[src/rtl/hazard_ctrl.sv]
`default_nettype none
// ============================================================================
// Module   : hazard_ctrl
// Brief    : Pipeline hazard/stall controller for the 16-bit five-stage core.
//            Drives PC and pipeline-register write enables, NOP injection
//            for IF/ID and ID/EX, and holds a taken redirect pending behind
//            an outstanding instruction fetch.
// Revision : 1.0 - initial release
// ============================================================================
module hazard_ctrl (
    input  logic        clk,
    input  logic        rst,
    input  logic        imem_stall,
    input  logic        dmem_stall,
    input  logic [2:0]  id_rs,
    input  logic [2:0]  id_rt,
    input  logic        id_rs_vld,
    input  logic        id_rt_vld,
    input  logic [2:0]  ex_rd,
    input  logic        ex_is_load,
    input  logic        ex_redirect,
    input  logic [15:0] ex_target,
    output logic        pc_en,
    output logic        ifid_en,
    output logic        idex_en,
    output logic        exmem_en,
    output logic        memwb_en,
    output logic        ifid_flush,
    output logic        idex_bubble,
    output logic        pc_target_sel,
    output logic [15:0] pc_target,
    output logic [15:0] stall_cnt,
    output logic        err
);

    // One-hot style encoding so that 00/11 are detectable as corrupt states
    typedef enum logic [1:0] {
        ST_RUN  = 2'b01,
        ST_PEND = 2'b10
    } state_t;

    state_t      r_state;
    state_t      w_state_nxt;
    logic [15:0] r_saved_tgt;
    logic        w_save_tgt;
    logic [15:0] r_stall_cnt;
    logic        w_lu;

    assign w_lu = ex_is_load & ((id_rs_vld & (id_rs == ex_rd)) |
                                (id_rt_vld & (id_rt == ex_rd)));

    assign stall_cnt = r_stall_cnt;

    // Next-state and all pipeline control outputs, by priority
    always_comb begin
        pc_en         = 1'b1;
        ifid_en       = 1'b1;
        idex_en       = 1'b1;
        exmem_en      = 1'b1;
        memwb_en      = 1'b1;
        ifid_flush    = 1'b0;
        idex_bubble   = 1'b0;
        pc_target_sel = 1'b0;
        pc_target     = ex_target;
        err           = 1'b0;
        w_save_tgt    = 1'b0;
        w_state_nxt   = r_state;

        if (rst) begin
            w_state_nxt = ST_RUN;
        end else begin
            case (r_state)
                ST_RUN: begin
                    if (dmem_stall) begin
                        // Whole pipe frozen; EX events will re-present later
                        pc_en    = 1'b0;
                        ifid_en  = 1'b0;
                        idex_en  = 1'b0;
                        exmem_en = 1'b0;
                        memwb_en = 1'b0;
                    end else if (ex_redirect) begin
                        ifid_flush  = 1'b1;
                        idex_bubble = 1'b1;
                        if (imem_stall) begin
                            // Fetch still outstanding: remember the target
                            pc_en       = 1'b0;
                            w_save_tgt  = 1'b1;
                            w_state_nxt = ST_PEND;
                        end else begin
                            pc_target_sel = 1'b1;
                        end
                    end else if (w_lu) begin
                        pc_en       = 1'b0;
                        ifid_en     = 1'b0;
                        idex_bubble = 1'b1;
                    end else if (imem_stall) begin
                        pc_en      = 1'b0;
                        ifid_flush = 1'b1;
                    end
                end
                ST_PEND: begin
                    pc_target = r_saved_tgt;
                    if (dmem_stall) begin
                        pc_en    = 1'b0;
                        ifid_en  = 1'b0;
                        idex_en  = 1'b0;
                        exmem_en = 1'b0;
                        memwb_en = 1'b0;
                    end else begin
                        // ID/EX already holds a bubble; keep squashing
                        ifid_flush  = 1'b1;
                        idex_bubble = 1'b1;
                        if (imem_stall) begin
                            pc_en = 1'b0;
                        end else begin
                            pc_target_sel = 1'b1;
                            w_state_nxt   = ST_RUN;
                        end
                    end
                end
                default: begin
                    err         = 1'b1;
                    w_state_nxt = ST_RUN;
                end
            endcase
        end
    end

    // State and saved redirect target registers
    always_ff @(posedge clk) begin
        if (rst) begin
            r_state     <= ST_RUN;
            r_saved_tgt <= 16'h0000;
        end else begin
            r_state <= w_state_nxt;
            if (w_save_tgt) begin
                r_saved_tgt <= ex_target;
            end
        end
    end

    // Saturating count of cycles in which the PC was held
    always_ff @(posedge clk) begin
        if (rst) begin
            r_stall_cnt <= 16'h0000;
        end else if (!pc_en && (r_stall_cnt != 16'hFFFF)) begin
            r_stall_cnt <= r_stall_cnt + 16'd1;
        end
    end

endmodule
`default_nettype wire

[config.mk]
export PLATFORM = sky130hd
export DESIGN_NAME = hazard_ctrl
export DESIGN_NICKNAME = d
export VERILOG_FILES = /design/src/rtl/hazard_ctrl.sv
export SDC_FILE = /design/constraint.sdc
export NUM_CORES = 1
export LEC_CHECK = 0
export CAP_MARGIN = 20
export CORE_ASPECT_RATIO = 1.4
export CORE_MARGIN = 2
export CORE_UTILIZATION = 40
export DETAILED_ROUTE_END_ITERATION = 8
export PLACE_DENSITY_LB_ADDON = 0.2
export SYNTH_ARGS = -nofsm -noshare
export SYNTH_HDL_FRONTEND = slang
export SYNTH_SLANG_ARGS = --single-unit
[constraint.sdc]
create_clock -name clk -period 2.4 [get_ports clk]
set_input_delay 0.24 -clock clk [delete_from_list [all_inputs] [get_ports clk]]
set_output_delay 0.24 -clock clk [all_outputs]
set_load 0.005 [all_outputs]
# Word level (Yosys, flattened, before mapping)
# Index checks and enable logic that the tools add are counted.
# totals
inputBits,33
out_inout_bits,41
wordCells,66
ff_bits,34
# op_classes
n_reduce_logical,4
mux,44
bitwise,4
add_sub_neg,1
eq_ne,10
# op_table
operator,n
16-bit 2-to-1 mux,2
1-bit 2-to-1 mux,31
16-bit by 1-bit adder with 16-bit output (second input constant),1
16-bit inequality test (second input constant),1
2-bit 2-to-1 mux,5
2-bit inequality test (second input constant),5
1-bit case mux with 2 select lines,5
3-bit equality test,2
5-bit AND reduction,1
2-bit case mux with 2 select lines,1
1-bit bitwise AND,3
2-bit by 1-bit equality test with 1-bit output (second input constant),1
2-bit equality test (second input constant),1
2-bit OR reduction,1
1-bit logical AND,1
1-bit logical NOT,1
1-bit bitwise OR,1

# Depth between registers and ports, before layout
# depth
word_depth,11
mapped_depth,10
mapped_depth_nobuf,8

# Worst setup path before layout
# No wires, ideal clock.
# synth_timing
path_type,reg-to-reg
from,reg r_state[0]
to,"reg r_stall_cnt[13], in the netlist stall_cnt[13]"
required_time_ps,2279
path_stages_with_launch,9
n_path_buf,0
setup_ps,121
arrival_ps,1878
slack_ps,400
path_cell_list,dfxtp_1 -> inv_1 -> ha_1 -> nor2_8 -> o2111ai_2 -> o21ba_4 -> nor2_2 -> nor3b_1 -> mux2_4
# synth_between
elab_chain_cells,5
word_cells_on_any_way,6
# synth_rtl
item,line_no,source
"start, declared",42,state_t r_state;
"start signal, assigned",135,r_state <= w_state_nxt;
2-bit equality test or 2-bit by 1-bit equality test with 1-bit output (tied branches),72,case (r_state)
1-bit case mux with 2 select lines (*),72,
1-bit 2-to-1 mux (*),69,if (rst) begin
named net pc_en,23,"output logic pc_en,"
1-bit logical NOT (*),146,end else if (!pc_en && (r_stall_cnt != 16'hFFFF)) begin
1-bit logical AND (*),146,
"end signal, assigned",147,r_stall_cnt <= r_stall_cnt + 16'd1;
"end, declared",46,logic [15:0] r_stall_cnt;
# The timed path passes the listed nets; every way through them passes the cells marked *.
# A chain may end at the register's enable or synchronous reset.

# Worst setup path after layout
# layout_timing
from,in ex_rd[2]
to,out ifid_en
# layout_between
elab_chain_cells,9
word_cells_on_any_way,11
# layout_rtl
item,line_no,source
"start, declared",19,"input logic [2:0] ex_rd,"
3-bit equality test (on tied branches),"49, 50",
1-bit bitwise AND (on tied branches),"49, 50",
1-bit bitwise OR (*),49,assign w_lu = ex_is_load & ((id_rs_vld & (id_rs == ex_rd)) |
1-bit bitwise AND (*),49,
1-bit 2-to-1 mux (*),92,end else if (w_lu) begin
1-bit 2-to-1 mux (*),81,end else if (ex_redirect) begin
1-bit 2-to-1 mux (*),74,if (dmem_stall) begin
1-bit case mux with 2 select lines (*),72,
1-bit 2-to-1 mux (*),69,
"end, declared",24,"output logic ifid_en,"
# Mark *: on every way between the ends. The rest lies on a longest branch, timed or not.

==> impl_metrics.csv <==
group,metric,value,unit
place,place_hpwl,3571,um
power_and_ir_drop,intPower,1.245,mW
sta,finalHoldViolations,0,
sta,fin_skew,0.009312,ns
route,wire_per_inst,12.63,um
route,drt_iter0_markers,81,
synthesis,synth_top_area_frac,0.3485,
outcome,status,"complete, no violations",
place,port_buffers,73,
critical_path,endpoint_kind,"output port",
grt,grt_max_degree,33,
sta,slew_violations,0,
critical_path,path_buf_inv,2,
finish,fin_cells,374,
power_and_ir_drop,peakVddDrop,0.0005016,V
synthesis,ys_types,49,
sta,worst_pin_slew,0.3086,ns
critical_path,cpMaxStageDelayCell,"clkdlybuf4s50_1",
finish,area.sequential,680.7,sq um
critical_path,crit_top_cell,"clkdlybuf4s50_1",
finish,drive_above_1_share,0.1742,
synthesis,synth.avg_cell_area,8.492,sq um
clock_tree,htreeDepth,2,
clock_tree,cts_made_buffers,5,
floorplan,ios,74,
synthesis,synth_top_area_cell,"dfxtp_1",
place,gp_congestion,0.7525,
finish,nNetsFinal,345,
synthesis,ys_ff_latch,34,
place,dp.cells,366,
critical_path,slowest_delay,0.50,ns
critical_path,path_class,"in -> out",
synthesis,yosys.area_share.simple,0.2441,
run,drv_cap,0,
route,drt-pass1-iter-count,4,
clock_tree,clk_pin_slew_worst_paths,0.07,ns
clock_tree,clk_latency,0.29,ns
synthesis,syn-instance-count,230,
clock_tree,cts_max_path_buffers,2,
synthesis,async_flop_share,0,
synthesis,synth.area.top_cells,"dfxtp_1, mux2_2, nand2_1",
sta,finalCritPeriodShare,0.9734,
sta,slew_headroom,0.7939,
finish,fin_area,2928,sq um
finish,multi_input_area,1190,sq um
grt,overflow,0,
synthesis,yosys_warnings,0,
route,routed_via_density,5.094,
power_and_ir_drop,swShare,0.2946,
clock_tree,cts_setup_buffers,0,
route,dr_total_vias,1905,
synthesis,synthXorXnorAreaFrac,0.04484,
synthesis,synth_top_flop_cell,"dfxtp_1",
power_and_ir_drop,pwr-share-seq,0.361,
floorplan,dieArea,5466,sq um
route,postRouteWirelength,4723,um
sta,period_needed,2.336,ns
worst_hold_path,holdCritPathClass,"reg -> reg",
clock_tree,clock_sinks,34,
synthesis,synth_top_family_by_area,"simple AND/OR/NAND/NOR gates",
power_and_ir_drop,power_frac_comb,0.343,
power_and_ir_drop,clkPwrFrac,0.296,
finish,num-fill-cells,428,
synthesis,synth_nets,266,
sta,finalSetupViolCount,0,
grt,track_usage,0.1816,
critical_path,crit_arrival,2.10,ns
grt,antenna_found_initial,0,
place,post_dp_cell_area,2794,sq um
power_and_ir_drop,power_switching,520.2,uW
power_and_ir_drop,p_leak,1.093,nW
synthesis,synthMuxAreaShare,0.1179,
critical_path,crit_path_cell_trace,"clkdlybuf4s50_1, xnor2_1, and4_1, o21ai_2, o21ai_1, a21o_1, nand2_1, clkdlybuf4s50_1",
synthesis,yosys.cell_count.top_type,"nand2_1",
route,drc,0,
clock_tree,root_buffer,"clkbuf_8",
synthesis,synth_common_cells,"nand2_1, dfxtp_1, o21ai_0, mux2_2, nor2_1",
power_and_ir_drop,power_density,603.0,nW/um^2
sta,rsz0062_at_grt,"no",
route,route.antenna.remaining_nets,0,
floorplan,core_area,4767,sq um
clock_tree,cts_tree,"built",
floorplan,fp.dieH,86.68,um
synthesis,synth-seq-area-share,0.3485,
finish,antenna_cells,0,
floorplan,initial_core_util,0.4097,
floorplan,die-width,63.06,um
synthesis,synth_edf_count,0,
critical_path,required,2.16,ns
synthesis,synthAdderAreaFrac,0.01922,
sta,max_clock_freq,0.4280,GHz
floorplan,fp-row-count,30,
grt,grt_pass1_wl,7900,um
synthesis,synth_compound_area_frac,0.1736,
critical_path,startpoint_type,"input port",
synthesis,mappedNetlistArea,1953,sq um
finish,syn_to_final_growth,49.90,%
critical_path,worstPathMaxFanout,3,
critical_path,critical_path.top_delay_family,"buffers and inverters",
grt,first_global_vias,1833,
-- power groups by stage --
stage,combinational [mW],sequential (mW),clock (mW)
detailed placement,0.587,0.647,0
CTS,0.595,0.636,0.542
floorplan,0.320,0.641,0
global route,0.657,0.643,0.564
global placement,0.582,0.645,0
finish,0.605,0.638,0.523
-- layer usage --
metal	global-route usage	vias up	share of wire
met1	0.1826	874	0.41
met4	0.07677	0	0.0093
li1	-	975	-
met2	0.3404	52	0.53
met5	0	-	0
met3	0.05844	4	0.055
-- sequential cells by signal, indices dropped and copies added (netlist names) --
signal       count
stall_cnt       16
r_saved_tgt     16
r_state          2
-- worst reg2reg max path: cells and delay by family (launching register included) --
kind	cells	cell delay, ns
adder cells (fa/ha/maj)	1	0.28
buffers and inverters	2	0.22
AO/OA/AOI/OAI	2	0.38
flip-flops	1	0.36
AND/OR/NAND/NOR	3	0.47
multiplexers	1	0.33
-- per-stage QoR --
step                      hold slack, ns    util  setup TNS (ns)  total power, mW  setup slack [ns]
after floorplan                   0.3486       -               0           0.9615            0.4003
final                             0.4558  0.6142               0            1.766           0.06381
after detailed placement          0.4518  0.5861         -0.2456            1.235           -0.1316
after global routing              0.4773  0.6142               0            1.865           0.01263
after CTS                         0.4618  0.6100               0            1.772           0.01432
after global placement            0.4431  0.5861         -0.2713            1.227           -0.1438
-- layout make-up --
class,count,share of cell area
Sequential cell,34,0.2325
Tap cell,64,0.02735
Inverter,7,0.008974
Clock inverter,3,0.01368
Multi-Input combinational cell,176,0.4064
Timing Repair Buffer,85,0.2876
Clock buffer,5,0.02350
-- worst paths after layout --
kind,startpoint,end,slack [ns],depth (start not counted)
setup / recovery,ex_rd[2],ifid_en,0.06,8
hold reg to reg,r_saved_tgt[4],r_saved_tgt[4],0.46,2
setup reg to reg,r_state[0],stall_cnt[13],0.27,9
hold / removal,r_saved_tgt[4],r_saved_tgt[4],0.46,2
-- timing repair --
| item | in CTS | in global routing |
|---|---|---|
| endpoints found under the setup margin | 4 | 5 |
| hold buffers | 0 | 0 |
| gates resized for setup | 4 | 6 |
| pin swaps | 0 | 1 |
-- cells in the final DEF (no fill, tap or decap), types with 2 or more instances in the layout --
master            n
nor4_1            3
mux2_4            2
o211ai_1          3
clkinv_2          2
a21o_1            2
a21oi_1          10
xor2_1            4
clkbuf_8          5
clkdlybuf4s50_1  68
mux2i_1           2
and4_1            2
nor2_2            2
mux2_2           16
nor2b_1           3
nor2_1           15
ha_1              2
o31ai_1           4
dfxtp_1          34
inv_1             5
or4_1             2
buf_4            11
o21ai_0          22
nand4_1           4
nand3_1           4
or3_1             4
and3_1            2
nand2_1          41
xnor2_1           6
dlymetal6s2s_1    4
-- cell families (layout without fill, tap and decap cells) --
group,after synthesis,after routing
buf+inv,20,100
xor+xnor,10,10
compound gates,52,52
simple gates,91,91
mux,20,20
flops,34,34
fa+ha+maj,3,3
No activity file was read; power rests on OpenSTA's default activity.
